File: config.mk
export PLATFORM = sky130hd
export DESIGN_NAME = uart_tx_fifo_flat
export DESIGN_NICKNAME = d
export VERILOG_FILES = /design/src/rtl/uart_tx_fifo_if.sv /design/src/rtl/uart_tx_fifo.sv /design/src/flat_wrapper.sv
export SDC_FILE = /design/constraint.sdc
export NUM_CORES = 1
export LEC_CHECK = 0
export BUFFER_PORTS_ARGS = -buffer_cell sky130_fd_sc_hd__buf_2
export CORE_UTILIZATION = 60
export DETAILED_ROUTE_END_ITERATION = 10
export PLACE_DENSITY = 0.79
export RECOVER_POWER = 25
export SLEW_MARGIN = 40
export SYNTH_ARGS = -nofsm -noshare
export SYNTH_HDL_FRONTEND = slang
export SYNTH_SLANG_ARGS = --single-unit
File: constraint.sdc
create_clock -name sys_clk -period 3.2 [get_ports sys_clk]
set_input_delay 0.32 -clock sys_clk [delete_from_list [all_inputs] [get_ports sys_clk]]
set_output_delay 0.32 -clock sys_clk [all_outputs]
set_load 0.03 [all_outputs]
File: src/rtl/uart_tx_fifo_if.sv
// Upstream byte handshake plus the serial line and status outputs of the
// UART transmitter, bundled so producer and transmitter share one port.
`timescale 1ns/1ps
interface uart_tx_fifo_if #(
    parameter int FIFO_AW = 2
);
    logic [7:0]       tx_data;
    logic             tx_valid;
    logic             tx_ready;
    logic             uart_tx;
    logic             tx_busy;
    logic [FIFO_AW:0] fifo_count;

    modport master (
        output tx_data,
        output tx_valid,
        input  tx_ready,
        input  uart_tx,
        input  tx_busy,
        input  fifo_count
    );

    modport slave (
        input  tx_data,
        input  tx_valid,
        output tx_ready,
        output uart_tx,
        output tx_busy,
        output fifo_count
    );
endinterface

File: src/rtl/uart_tx_fifo.sv
// 8N1 UART transmitter, LSB first, fed from a small FIFO. Back-to-back
// bytes are sent with no idle gap between stop bit and next start bit.
`timescale 1ns/1ps
module uart_tx_fifo #(
    parameter int DELAY_FRAMES = 234,
    parameter int FIFO_AW      = 2
) (
    input  logic         sys_clk,
    input  logic         sys_rst_n,
    uart_tx_fifo_if.slave bus
);
    localparam int               DEPTH_INT = 1 << FIFO_AW;
    localparam logic [FIFO_AW:0] DEPTH     = (FIFO_AW+1)'(DEPTH_INT);
    localparam int               BW        = $clog2(DELAY_FRAMES + 1);
    localparam logic [BW-1:0]    BAUD_MAX  = BW'(DELAY_FRAMES);
    localparam logic [BW-1:0]    BAUD_ONE  = BW'(1);

    localparam logic [1:0] S_IDLE  = 2'd0;
    localparam logic [1:0] S_START = 2'd1;
    localparam logic [1:0] S_DATA  = 2'd2;
    localparam logic [1:0] S_STOP  = 2'd3;

    logic [7:0]         r_mem [DEPTH_INT];
    logic [FIFO_AW-1:0] r_wptr;
    logic [FIFO_AW-1:0] r_rptr;
    logic [FIFO_AW:0]   r_count;
    logic [1:0]         r_state;
    logic [BW-1:0]      r_baud;
    logic [2:0]         r_bit;
    logic [7:0]         r_shift;
    logic               r_tx;

    logic w_ready;
    logic w_push;
    logic w_bitEnd;
    logic w_pop;

    assign w_ready  = (r_count != DEPTH);
    assign w_push   = bus.tx_valid && w_ready;
    assign w_bitEnd = (r_baud == BAUD_MAX);
    // A byte is taken either from idle or on the final stop cycle, giving gapless frames.
    assign w_pop    = (r_count != '0) &&
                      ((r_state == S_IDLE) || ((r_state == S_STOP) && w_bitEnd));

    assign bus.tx_ready   = w_ready;
    assign bus.uart_tx    = r_tx;
    assign bus.tx_busy    = (r_state != S_IDLE) || (r_count != '0);
    assign bus.fifo_count = r_count;

    always_ff @(posedge sys_clk) begin
        if (w_push) begin
            r_mem[r_wptr] <= bus.tx_data;
        end
    end

    always_ff @(posedge sys_clk or negedge sys_rst_n) begin
        if (!sys_rst_n) begin
            r_wptr  <= '0;
            r_rptr  <= '0;
            r_count <= '0;
            r_state <= S_IDLE;
            r_baud  <= '0;
            r_bit   <= '0;
            r_shift <= '0;
            r_tx    <= 1'b1;
        end else begin
            if (w_push) begin
                r_wptr <= r_wptr + 1'b1;
            end
            if (w_pop) begin
                r_rptr <= r_rptr + 1'b1;
            end
            case ({w_push, w_pop})
                2'b10:   r_count <= r_count + 1'b1;
                2'b01:   r_count <= r_count - 1'b1;
                default: r_count <= r_count;
            endcase

            // r_tx always carries the level of the bit that starts on this edge.
            case (r_state)
                S_IDLE: begin
                    if (w_pop) begin
                        r_state <= S_START;
                        r_baud  <= BAUD_ONE;
                        r_shift <= r_mem[r_rptr];
                        r_tx    <= 1'b0;
                    end
                end
                S_START: begin
                    if (w_bitEnd) begin
                        r_state <= S_DATA;
                        r_baud  <= BAUD_ONE;
                        r_bit   <= 3'd0;
                        r_tx    <= r_shift[0];
                    end else begin
                        r_baud <= r_baud + 1'b1;
                    end
                end
                S_DATA: begin
                    if (w_bitEnd) begin
                        r_baud <= BAUD_ONE;
                        if (r_bit == 3'd7) begin
                            r_state <= S_STOP;
                            r_tx    <= 1'b1;
                        end else begin
                            r_bit   <= r_bit + 3'd1;
                            r_shift <= r_shift >> 1;
                            r_tx    <= r_shift[1];
                        end
                    end else begin
                        r_baud <= r_baud + 1'b1;
                    end
                end
                S_STOP: begin
                    if (w_bitEnd) begin
                        if (w_pop) begin
                            r_state <= S_START;
                            r_baud  <= BAUD_ONE;
                            r_shift <= r_mem[r_rptr];
                            r_tx    <= 1'b0;
                        end else begin
                            r_state <= S_IDLE;
                            r_baud  <= '0;
                            r_tx    <= 1'b1;
                        end
                    end else begin
                        r_baud <= r_baud + 1'b1;
                    end
                end
                default: begin
                    r_state <= S_IDLE;
                    r_baud  <= '0;
                    r_tx    <= 1'b1;
                end
            endcase
        end
    end
endmodule

File: src/flat_wrapper.sv
// flat-port wrapper written by rule: the top's interface ports become plain ports
module uart_tx_fifo_flat 
#(
    parameter int DELAY_FRAMES = 234,
    parameter int FIFO_AW      = 2
)
  (sys_clk, sys_rst_n, bus_tx_data, bus_tx_valid, bus_tx_ready, bus_uart_tx, bus_tx_busy, bus_fifo_count);
  uart_tx_fifo_if #(.FIFO_AW(FIFO_AW)) bus_i ();
  input  logic sys_clk;
  input  logic sys_rst_n;
  input wire logic [$bits(bus_i.tx_data)-1:0] bus_tx_data;
  input wire logic [$bits(bus_i.tx_valid)-1:0] bus_tx_valid;
  output wire logic [$bits(bus_i.tx_ready)-1:0] bus_tx_ready;
  output wire logic [$bits(bus_i.uart_tx)-1:0] bus_uart_tx;
  output wire logic [$bits(bus_i.tx_busy)-1:0] bus_tx_busy;
  output wire logic [$bits(bus_i.fifo_count)-1:0] bus_fifo_count;
  assign bus_i.tx_data = bus_tx_data;
  assign bus_i.tx_valid = bus_tx_valid;
  assign bus_tx_ready = bus_i.tx_ready;
  assign bus_uart_tx = bus_i.uart_tx;
  assign bus_tx_busy = bus_i.tx_busy;
  assign bus_fifo_count = bus_i.fifo_count;
  uart_tx_fifo #(.DELAY_FRAMES(DELAY_FRAMES), .FIFO_AW(FIFO_AW)) u_core (.sys_clk(sys_clk), .sys_rst_n(sys_rst_n), .bus(bus_i));
endmodule
# ---- Word level (Yosys, flattened, before mapping)
# Memories as Yosys holds them, arrays and structs flattened.
# Index checks and enable logic that the tools add are counted.
dict set report totals {
  out_inout_bits 6
  elab_cells 76
  romBits 0
  latch_bits 0
  ram_bits 32
  reg_bits 29
  mem_count 1
}
dict set report classes {
  n_div 0
  magnitude_cmp 0
  n_mul 0
  bitwise_logic 0
  reduce_logical 16
  shifts 0
  mux 31
  n_eq_ne 14
  addsub 6
}
# memory words word_bits read_ports rd_clocked_by_memory_dff write_ports line
set mem_list {}
lappend mem_list {u_core.r_mem 4 8 1 0 1 uart_tx_fifo.sv:23} ;# logic [7:0] r_mem [DEPTH_INT];
# cell n
set ops {}
lappend ops {{8-bit 2-to-1 mux} 7}
lappend ops {{8-bit one-hot mux with 3 select lines} 2}
lappend ops {{3-bit one-hot mux with 2 select lines} 2}
lappend ops {{4-bit AND reduction} 3}
lappend ops {{1-bit 2-to-1 mux} 10}
lappend ops {{2-bit 2-to-1 mux} 5}
lappend ops {{2-bit by 1-bit inequality test with 1-bit output, second input constant} 5}
lappend ops {{3-bit 2-to-1 mux} 3}
lappend ops {{8-bit by 1-bit adder with 8-bit output, second input constant} 1}
lappend ops {{8-bit equality test, second input constant} 1}
lappend ops {{2-bit one-hot mux with 4 select lines} 1}
lappend ops {{3-bit by 1-bit adder with 3-bit output, second input constant} 2}
lappend ops {{2-bit equality test, second input constant} 3}
lappend ops {{2-bit nonzero test} 3}
lappend ops {{3-bit nonzero test} 2}
lappend ops {{5-bit AND reduction} 1}
lappend ops {{2-bit by 1-bit adder with 2-bit output, second input constant} 2}
lappend ops {{2-bit by 1-bit equality test with 1-bit output, second input constant} 2}
lappend ops {{1-bit one-hot mux with 4 select lines} 1}
lappend ops {{3-bit equality test, second input constant} 1}
lappend ops {{1-bit logical AND} 3}
lappend ops {{3-bit inequality test, second input constant} 1}
lappend ops {{3-bit by 1-bit subtractor with 3-bit output, second input constant} 1}
lappend ops {{2-bit logical NOT} 1}
lappend ops {{other kinds (3)} 4}

# ---- Depth between registers and ports, before layout
# Gate-level depths: netlist of the first run.
dict set report depth {
  ltp_word 7
  mapped_depth 11
}

# ---- Worst setup path before layout of the first run
# OpenSTA, ideal clock, no wires.
dict set report synth_path {
  path_kind {register -> register}
  from {register u_core.r_baud[0]}
  to {register u_core.r_count[1], in the netlist u_core.bus.fifo_count[1]}
  slack_ns 0.890
  n_path_buf 1
  path_stages_with_launch 11
  setup_ns 0.136
  arrival_ns 2.174
  synth_period_minus_slack_ns 2.310
  cell_sequence {dfrtp_1 -> inv_1 -> ha_1 -> and3b_1 -> buf_6 -> a31oi_2 -> nor3_1 -> fa_1 -> a21boi_0 -> o211ai_1 -> o211ai_1}
}
dict set report synth_between {
  elab_chain_len 6
  word_cells_on_any_way 8
  cone_classes {eq/ne: 3; mux: 1; reduce/logical: 4}
}
# item line
set synth_lines {}
lappend synth_lines {{start: declaration} uart_tx_fifo.sv:28} ;# logic [BW-1:0] r_baud;
lappend synth_lines {{start signal: assignment} uart_tx_fifo.sv:96} ;# r_baud <= r_baud + 1'b1;
lappend synth_lines {{start signal: assignment} uart_tx_fifo.sv:111} ;# r_baud <= r_baud + 1'b1;
lappend synth_lines {{start signal: assignment} uart_tx_fifo.sv:127} ;# r_baud <= r_baud + 1'b1;
lappend synth_lines {{8-bit equality test *} uart_tx_fifo.sv:40} ;# assign w_bitEnd = (r_baud == BAUD_MAX);
lappend synth_lines {{1-bit logical AND *} uart_tx_fifo.sv:43} ;# ((r_state == S_IDLE) || ((r_state == S_STOP) && w_bitEnd));
lappend synth_lines {{1-bit logical OR *} uart_tx_fifo.sv:43}
lappend synth_lines {{1-bit logical AND *} uart_tx_fifo.sv:42} ;# assign w_pop = (r_count != '0) &&
lappend synth_lines {{2-bit by 1-bit equality test with 1-bit output / 2-bit equality test (equally long branches)} uart_tx_fifo.sv:73} ;# case ({w_push, w_pop})
lappend synth_lines {{3-bit one-hot mux with 2 select lines / 2-bit nonzero test (equally long branches)} n/a}
lappend synth_lines {{end signal: assignment} uart_tx_fifo.sv:74} ;# 2'b10: r_count <= r_count + 1'b1;
lappend synth_lines {{end signal: assignment} uart_tx_fifo.sv:75} ;# 2'b01: r_count <= r_count - 1'b1;
lappend synth_lines {{end signal: assignment} uart_tx_fifo.sv:76} ;# default: r_count <= r_count;
lappend synth_lines {{end: declaration} uart_tx_fifo.sv:26} ;# logic [FIFO_AW:0] r_count;
# Every way passes the cells marked *; elsewhere a longest branch is shown, timed or not.
# A chain may end at the register's enable or synchronous reset.

# ---- Worst setup path after layout of the first run
# Same ends and word-level chain as after synthesis.

==> flow_summary.json, run 1 <==
{
  "crit_path_end_kind": "register",
  "start_kind": "register",
  "fin_crit_ns": 2.53,
  "r2r-end": "u_core.bus.fifo_count[1]",
  "cp_data_arrival_time_ns": 2.74,
  "route.detailed.wl_per_inst_um": 16.4,
  "synth_edf_count": 32,
  "tritoncts": "done",
  "clkTransAtPathRegs_ns": 0.08,
  "drc": 0,
  "drt_iter0_drc": 102,
  "netlist_instances": 239,
  "r2r_slack_ns": 0.67,
  "synth_area_leaders": "edfxtp_1, dfrtp_1, mux4_2, ha_1, o221a_1",
  "vias": 1937,
  "htree_levels": 3,
  "cpMaxStageDelayCell": "fa_1",
  "nets": 281,
  "worstHoldPathType": "in -> async",
  "cts_buffers": 9,
  "syn-cell-area_um2": 3100,
  "gr-total-overflow": 0,
  "slew_viol_final": 0,
  "place_inst": 311,
  "cts_setup_buffers": 0,
  "ys_seq_area_share_pct": 54.5,
  "synth-main-ff-cell": "edfxtp_1",
  "gp_congestion": 0.783,
  "clockRootBuffer": "clkbuf_8",
  "hpwl_um": 3670,
  "syn2layout_area_growth_pct": 9.98,
  "required_ns": 3.41,
  "drive_gt1_share_pct": 16.9,
  "n_fill_cell": 343,
  "tightest_slew_ns": 0.658,
  "grtUsageTotal_pct": 22.9,
  "grt_pass1_wl_um": 8800,
  "final_cell_mix": "edfxtp_1, dfrtp_1, nor2_1, ha_1, o21ai_0",
  "max-clock-path-buffers": 2,
  "maxSlewHeadroom_pct": 56.2,
  "ys_types": 59,
  "io_buffers": 16,
  "fin_hold_ws_ns": 0.00782,
  "antenna_found_initial": 0,
  "dieWidth_um": 73.9,
  "synth-warning-count": 0,
  "n_antenna_cell": 0,
  "ant_nets": 0,
  "period_share_pct": 79.1,
  "slowest_delay_ns": 0.46,
  "status": "completed",
  "path_class": "reg -> reg",
  "cp_max_fo": 9,
  "grt_max_degree": 30,
  "rsz0062_at_grt": "no",
  "avgSynthCellArea_um2": 13.0,
  "fmax_ghz": 0.395,
  "netlist.area_leader.share_pct": 31.0,
  "clock-sinks": 61,
  "power_leakage_nw": 1.31,
  "viasPerCell": 5.92,
  "holdBufCountCts": 0,
  "fp.dieH_um": 73.9,
  "ir_drop_uv": 647,
  "setup_tns_ns": 0,
  "path_cells": "inv_1, ha_1, and3b_1, a31oi_2, nor3_1, fa_1, a21boi_0, o211ai_1, o211ai_1",
  "final_common_cell": "edfxtp_1",
  "post_cts_resized": 0,
  "r2r-start": "u_core.r_baud[0]",
  "clock_skew_ns": 0.0129,
  "dr.pass1.iters": 4,
  "core_um2": 4850,
  "rows": 25,
  "async_flop_share_pct": 47.5,
  "clkLatencyLatePin_ns": 0.34,
  "die_area_um2": 5450,
  "final_cells": 327,
  "crit_top_cell": "o211ai_1",
  "wirelength_um": 5380,
  "syn-num-nets": 265,
  "ys_ff_latch": 61,
  "synth_top_cell_by_area": "edfxtp_1",
  "setup_violations": 0,
  "start_util_pct": 63.9,
  "rr_worst_depth": 9,
  "grt_pass1_vias": 1785,
  "num_io_pins": 17,
  "powerDensity_nw_per_um2": 938,
  "cap_violations": 0,
  "finalHoldViolCount": 0
}
## per-stage QoR
step / area (um2) / setup WS, ns / utilization (%) / power, W
after floorplan: 3100 / 0.890 / - / 0.00219
final: 3410 / 0.670 / 70.3 / 0.00320
after CTS: 3420 / 0.676 / 70.5 / 0.00322
after detailed placement: 3190 / 0.708 / 65.9 / 0.00246
after global placement: 3190 / 0.779 / 65.9 / 0.00243
after global routing: 3410 / 0.512 / 70.3 / 0.00340
## flip-flops by register name, summed over array words and instances (netlist names)
name / count
u_core.r_bit: 3
u_core.r_shift: 8
u_core.r_rptr: 2
u_core.bus.fifo_count: 3
u_core.r_baud: 8
u_core.r_state: 2
u_core.r_wptr: 2
u_core.bus.uart_tx: 1
u_core.r_mem: 32
## metal layers
layer / track usage, % / up-vias / part of all wire [%]
li1: - / 942 / -
met1: 33.3 / 959 / 49
met2: 32.4 / 28 / 46
met3: 6.72 / 8 / 3.1
met4: 8.97 / 0 / 1.3
met5: 0 / - / 0
## cell type report
type | instances | area [um2] | area share (%)
Timing Repair Buffer | 18 | 85.1 | 2.50
Multi-Input combinational cell | 156 | 1290 | 38.0
Inverter | 9 | 33.8 | 0.992
Clock buffer | 9 | 124 | 3.64
Clock inverter | 7 | 98.8 | 2.90
Sequential cell | 61 | 1690 | 49.5
Tap cell | 67 | 83.8 | 2.46
## report_power, final
part           leakage, nW  internal, W  switching, W
clock network        0.110     0.000442      0.000308
logic                0.553     0.000534      0.000657
registers            0.650      0.00106      0.000193
## kinds of logic (layout without fill, tap and decap cells)
family / Yosys count / count (layout) / share of synthesized area, %
adders and majority gates: 15 / 15 / 6.30
muxes: 11 / 11 / 6.87
buffers and inverters: 22 / 43 / 3.76
AOI/OAI and AO/OA: 50 / 50 / 12.1
and+or+nand+nor: 71 / 71 / 13.4
xor gates and xnor gates: 9 / 9 / 3.03
DFF: 61 / 61 / 54.5
## worst max path at each step
| stage | from | slack [ns] | depth (start not counted) | endpoint |
|---|---|---|---|---|
| global placement | u_core.r_baud[0] | 0.78 | 9 | u_core.bus.fifo_count[1] |
| detailed placement | u_core.r_baud[0] | 0.71 | 9 | u_core.bus.fifo_count[1] |
| floorplan | u_core.r_baud[0] | 0.89 | 10 | u_core.bus.fifo_count[1] |
| finish | u_core.r_baud[0] | 0.67 | 9 | u_core.bus.fifo_count[1] |
| global route | u_core.r_baud[0] | 0.51 | 9 | u_core.bus.fifo_count[1] |
| CTS | u_core.r_baud[0] | 0.68 | 9 | u_core.bus.fifo_count[1] |
## synth_stat cells (all sizes together) (6+ instances only)
library cell / count
nand3: 8
and3: 7
inv: 9
o221a: 6
edfxtp: 32
dfrtp: 28
buf: 8
o21ai: 13
ha: 14
nand2: 9
mux4: 8
nor2: 15
or2b: 6
## worst max-delay path, delay by kind of cell (launching register included)
| family | cells | cell delay (ns) |
|---|---|---|
| adder cells (fa/ha/maj) | 2 | 0.64 |
| flip-flops | 1 | 0.42 |
| buffers and inverters | 1 | 0.10 |
| AO/OA/AOI/OAI | 4 | 0.64 |
| AND/OR/NAND/NOR | 2 | 0.60 |
Power figures use the tool's default switching activity.
==> inputs of run 2 (changes only) <==
Clock period 3.2 ns to 2.6 ns, I/O delays scaled along.
==> flow_summary.json, run 2 (synthesis results as in run 1) <==
{
  "required_ns": 2.81,
  "hp-start": "bus_tx_data[6]",
  "io_buffers": 16,
  "reg.largest.list": "u_core.r_mem: 32 flops, u_core.r_baud: 8 flops, u_core.r_shift: 8 flops",
  "num_io_pins": 17,
  "r2r-end": "u_core.bus.fifo_count[1]",
  "max-clock-path-buffers": 2,
  "gr-total-overflow": 0,
  "fp.dieH_um": 73.9,
  "viasPerCell": 6.03,
  "n_fill_cell": 345,
  "drc": 0,
  "r2r_slack_ns": 0.21,
  "clkTransAtPathRegs_ns": 0.08,
  "path_cells": "inv_1, ha_1, and3b_1, a31oi_2, nor3_1, fa_1, a21boi_0, o211ai_1, o211ai_1",
  "ant_nets": 0,
  "final_common_cell": "edfxtp_1",
  "rows": 25,
  "power_leakage_nw": 1.33,
  "cts_buffers": 9,
  "hold_path_depth": 1,
  "maxSlewHeadroom_pct": 55.3,
  "path_class": "reg -> reg",
  "cp_max_fo": 5,
  "antenna_found_initial": 0,
  "rsz0062_at_grt": "no",
  "period_share_pct": 91.7,
  "drive_gt1_share_pct": 17.4,
  "largest_register": "u_core.r_mem",
  "htree_levels": 3,
  "fin_hold_ws_ns": 0.195,
  "slowest_delay_ns": 0.45,
  "drt_iter0_drc": 148,
  "status": "completed",
  "rr_worst_depth": 9,
  "fmax_ghz": 0.419,
  "start_util_pct": 63.9,
  "grt_pass1_wl_um": 9000,
  "n_antenna_cell": 0,
  "cpMaxStageDelayCell": "fa_1",
  "clock-sinks": 61,
  "tightest_slew_ns": 0.670,
  "tritoncts": "done",
  "cp_data_arrival_time_ns": 2.60,
  "path_buf_inv": 1,
  "grt_pass1_vias": 1830,
  "grt_max_degree": 30,
  "cp_top_family": "compound AO/OA/AOI/OAI gates",
  "gp_congestion": 0.831,
  "setup_violations": 0,
  "fin_crit_ns": 2.39,
  "clockRootBuffer": "clkbuf_8",
  "hpwl_um": 3780,
  "final_cells": 332,
  "route.detailed.wl_per_inst_um": 16.9,
  "dr.pass1.iters": 6,
  "wirelength_um": 5620,
  "ir_drop_uv": 631,
  "powerDensity_nw_per_um2": 1140,
  "cap_violations": 0,
  "total_power_w": 0.00388,
  "clock_skew_ns": 0.0139,
  "largest_reg_flops": 32,
  "r2r-start": "u_core.r_baud[0]",
  "core_um2": 4850,
  "hold_end": "u_core.r_mem[3][6]",
  "dieWidth_um": 73.9,
  "final_cell_mix": "edfxtp_1, dfrtp_1, nor2_1, ha_1, o21ai_0",
  "nets": 286,
  "start_kind": "register",
  "clkLatencyLatePin_ns": 0.34,
  "grtUsageTotal_pct": 23.1,
  "worstHoldPathType": "in -> reg",
  "vias": 2002,
  "slew_viol_final": 0,
  "crit_path_end_kind": "register",
  "syn2layout_area_growth_pct": 10.4,
  "crit_top_cell": "o211ai_1",
  "finalHoldViolCount": 0,
  "post_cts_resized": 0,
  "setup_tns_ns": 0,
  "die_area_um2": 5450,
  "place_inst": 315
}
[run 2: cell types whose count changed in the layout (fill, tap and decap cells not counted)]
cell	previous run	this run
clkinv_4	2	1
clkinv_1	0	2
clkinv_2	1	0
bufinv_16	2	1
dlygate4sd3_1	0	1
inv_6	1	3
clkinvlp_4	1	0
buf_4	2	6
[run 2: what timing repair did]
action                                 4_1_cts  5_1_grt
endpoints found under the hold margin       28        0
setup endpoints to repair                    0        0
hold buffers                                 1        0
setup buffers                                0        0
[run 2: stage by stage]
step           utilization [%]  worst slack, ns  cell area (um2)
3_5_place_dp              66.5            0.254             3220
3_3_place_gp              66.5            0.336             3220
5_1_grt                   70.6           0.0399             3420
2_1_floorplan                -            0.290             3100
4_1_cts                   70.8            0.230             3430
6_report                  70.6            0.215             3420
[run 2: how the worst max path moves through the flow]
stage / start / slack (ns) / cells after the start / endpoint
finish: u_core.r_baud[0] / 0.21 / 9 / u_core.bus.fifo_count[1]
global route: u_core.r_baud[0] / 0.04 / 10 / u_core.bus.fifo_count[2]
global placement: u_core.r_baud[0] / 0.34 / 9 / u_core.bus.fifo_count[1]
floorplan: u_core.r_baud[0] / 0.29 / 10 / u_core.bus.fifo_count[1]
detailed placement: u_core.r_baud[0] / 0.25 / 9 / u_core.bus.fifo_count[1]
CTS: u_core.r_baud[0] / 0.23 / 9 / u_core.bus.fifo_count[1]
[run 2: power by group]
group	switching (W)	total, W	internal, W
sequential	0.000244	0.00155	0.00131
combinational	0.000813	0.00149	0.000676
clock	0.000393	0.000841	0.000448
total	0.00145	0.00388	0.00243
[run 2: layout make-up]
cell class | instances | area (um2) | share of cell area (%)
sequential | 61 | 1690 | 49.3
multi-input combinational | 156 | 1290 | 37.8
timing repair buffer | 23 | 125 | 3.66
clock buffer | 9 | 124 | 3.62
tap | 67 | 83.8 | 2.45
clock inverter | 7 | 72.6 | 2.12
inverter | 9 | 33.8 | 0.988
[run 2: per-layer routing]
layer | up-vias | wire (um) | track usage (%)
met4 | 0 | 53 | 6.41
met3 | 6 | 285 | 7.54
met2 | 63 | 2690 | 35.6
met5 | - | 0 | 0
met1 | 985 | 2590 | 31.5
li1 | 948 | - | -
==> inputs of run 3 (changes only) <==
Settings changed: CORE_MARGIN from default to 4.
==> flow_summary.json, run 3 (synthesis results as in run 1) <==
{
  "period_share_pct": 93.7,
  "viasPerCell": 5.94,
  "clockRootBuffer": "clkbuf_8",
  "p_comb_share_pct": 37.5,
  "drt_iter0_drc": 131,
  "final_cell_area_um2": 3450,
  "start_kind": "register",
  "finalHoldViolCount": 0,
  "grt_pass1_wl_um": 9710,
  "rsz0062_at_grt": "no",
  "internal_power_w": 0.00253,
  "syn2layout_area_growth_pct": 11.3,
  "clkPwrFrac_pct": 23.3,
  "route.detailed.wl_per_inst_um": 17.3,
  "cts_setup_buffers": 0,
  "required_ns": 2.79,
  "setup_slack_ns": 0.163,
  "status": "completed",
  "final_common_cell": "edfxtp_1",
  "io_buffers": 16,
  "power_frac_seq_pct": 39.2,
  "pre_cts_ws_ns": 0.252,
  "switching_power_w": 0.00144,
  "rows": 25,
  "ir_drop_uv": 752,
  "fin_crit_ns": 2.44,
  "grt_max_degree": 30,
  "placed_area_um2": 3220,
  "start_util_pct": 63.9,
  "die_area_um2": 6380,
  "num_io_pins": 17,
  "clock-sinks": 61,
  "cap_violations": 0,
  "n_antenna_cell": 0,
  "p_sw_share_pct": 36.3,
  "reg.largest.list": "u_core.r_mem: 32 flops, u_core.r_baud: 8 flops, u_core.r_shift: 8 flops",
  "setup_violations": 0,
  "dr.pass1.iters": 4,
  "clkTransAtPathRegs_ns": 0.07,
  "setup_tns_ns": 0,
  "clkLatencyLatePin_ns": 0.34,
  "crit_path_end_kind": "register",
  "powerDensity_nw_per_um2": 1150,
  "largest_register": "u_core.r_mem",
  "tightest_slew_ns": 0.662,
  "fp.dieH_um": 79.9,
  "grtUsageTotal_pct": 20.6,
  "path_class": "reg -> reg",
  "maxSlewHeadroom_pct": 55.9,
  "power_leakage_nw": 1.34,
  "nets": 286,
  "vias": 1973,
  "hpwl_um": 3950,
  "fmax_ghz": 0.410,
  "dieWidth_um": 79.9,
  "clock_skew_ns": 0.00993,
  "drive_gt1_share_pct": 18.1,
  "slew_viol_final": 0,
  "antenna_found_initial": 0,
  "tritoncts": "done",
  "gp_congestion": 0.807,
  "wirelength_um": 5730,
  "worstHoldPathType": "in -> reg",
  "drc": 0,
  "final_cell_mix": "edfxtp_1, dfrtp_1, nor2_1, ha_1, o21ai_0",
  "max-clock-path-buffers": 2,
  "grt_pass1_vias": 1948,
  "gr-total-overflow": 0,
  "core_um2": 4850,
  "cp_max_fo": 5,
  "cts_buffers": 9,
  "ant_nets": 0,
  "htree_levels": 3,
  "largest_reg_flops": 32,
  "cp_data_arrival_time_ns": 2.63
}
[run 3: per-layer routing]
metal	wire length, um	track usage (%)
met5	0	0
met4	53	7.60
met3	178	5.42
met2	2700	30.3
met1	2800	29.4
[run 3: layout make-up]
cell class | instances | area [um2]
repair buffers | 23 | 125
clock inverters | 7 | 98.8
fillers | 339 | 1400
well taps | 67 | 83.8
flip-flops and latches | 61 | 1690
clock buffers | 9 | 124
multi-input cells | 156 | 1290
inverters | 9 | 33.8
[run 3: what timing repair did]
item                      in CTS  in global routing
hold endpoints to repair      28                  0
hold buffers                   1                  0
gates resized for setup        0                  0
[run 3: path summary, 6_finish.rpt]
| kind | startpoint | to | slack, ns | depth (start not counted) |
|---|---|---|---|---|
| setup / recovery | u_core.r_baud[0] | u_core.bus.fifo_count[1] | 0.16 | 9 |
| hold / removal | bus_tx_data[5] | u_core.r_mem[1][5] | 0.19 | 1 |
| setup reg to reg | u_core.r_baud[0] | u_core.bus.fifo_count[1] | 0.16 | 9 |
| hold reg to reg | u_core.bus.uart_tx | u_core.bus.uart_tx | 0.51 | 2 |
| max in group asynchronous | sys_rst_n | u_core.r_shift[7] | 1.68 | 2 |
| min in group asynchronous | sys_rst_n | u_core.r_baud[6] | 0.49 | 2 |
[run 3: power by group through the flow]
stage / registers [W] / clock network, W / logic (W)
after floorplan: 0.00152 / 0 / 0.00117
after global placement: 0.00155 / 0 / 0.00146
after detailed placement: 0.00158 / 0 / 0.00147
after CTS: 0.00156 / 0.000943 / 0.00150
after global routing: 0.00159 / 0.000998 / 0.00164
final: 0.00156 / 0.000925 / 0.00149
[run 3: critical path: stages (launching register included)]
cell      delay (ns)
dfrtp_1         0.42
inv_1           0.09
ha_1            0.23
and3b_1         0.22
a31oi_2         0.35
nor3_1          0.10
fa_1            0.46
a21boi_0        0.14
o211ai_1        0.18
o211ai_1        0.11
[run 3: metrics by stage]
step	utilization, %	hold WS, ns	cells	total power, W
final	71.1	0.186	332	0.00397
after global routing	71.1	0.192	332	0.00424
after CTS	71.3	0.127	332	0.00400
after detailed placement	66.5	0.333	315	0.00305
after global placement	66.5	0.333	315	0.00301
after floorplan	-	-0.0356	239	0.00269
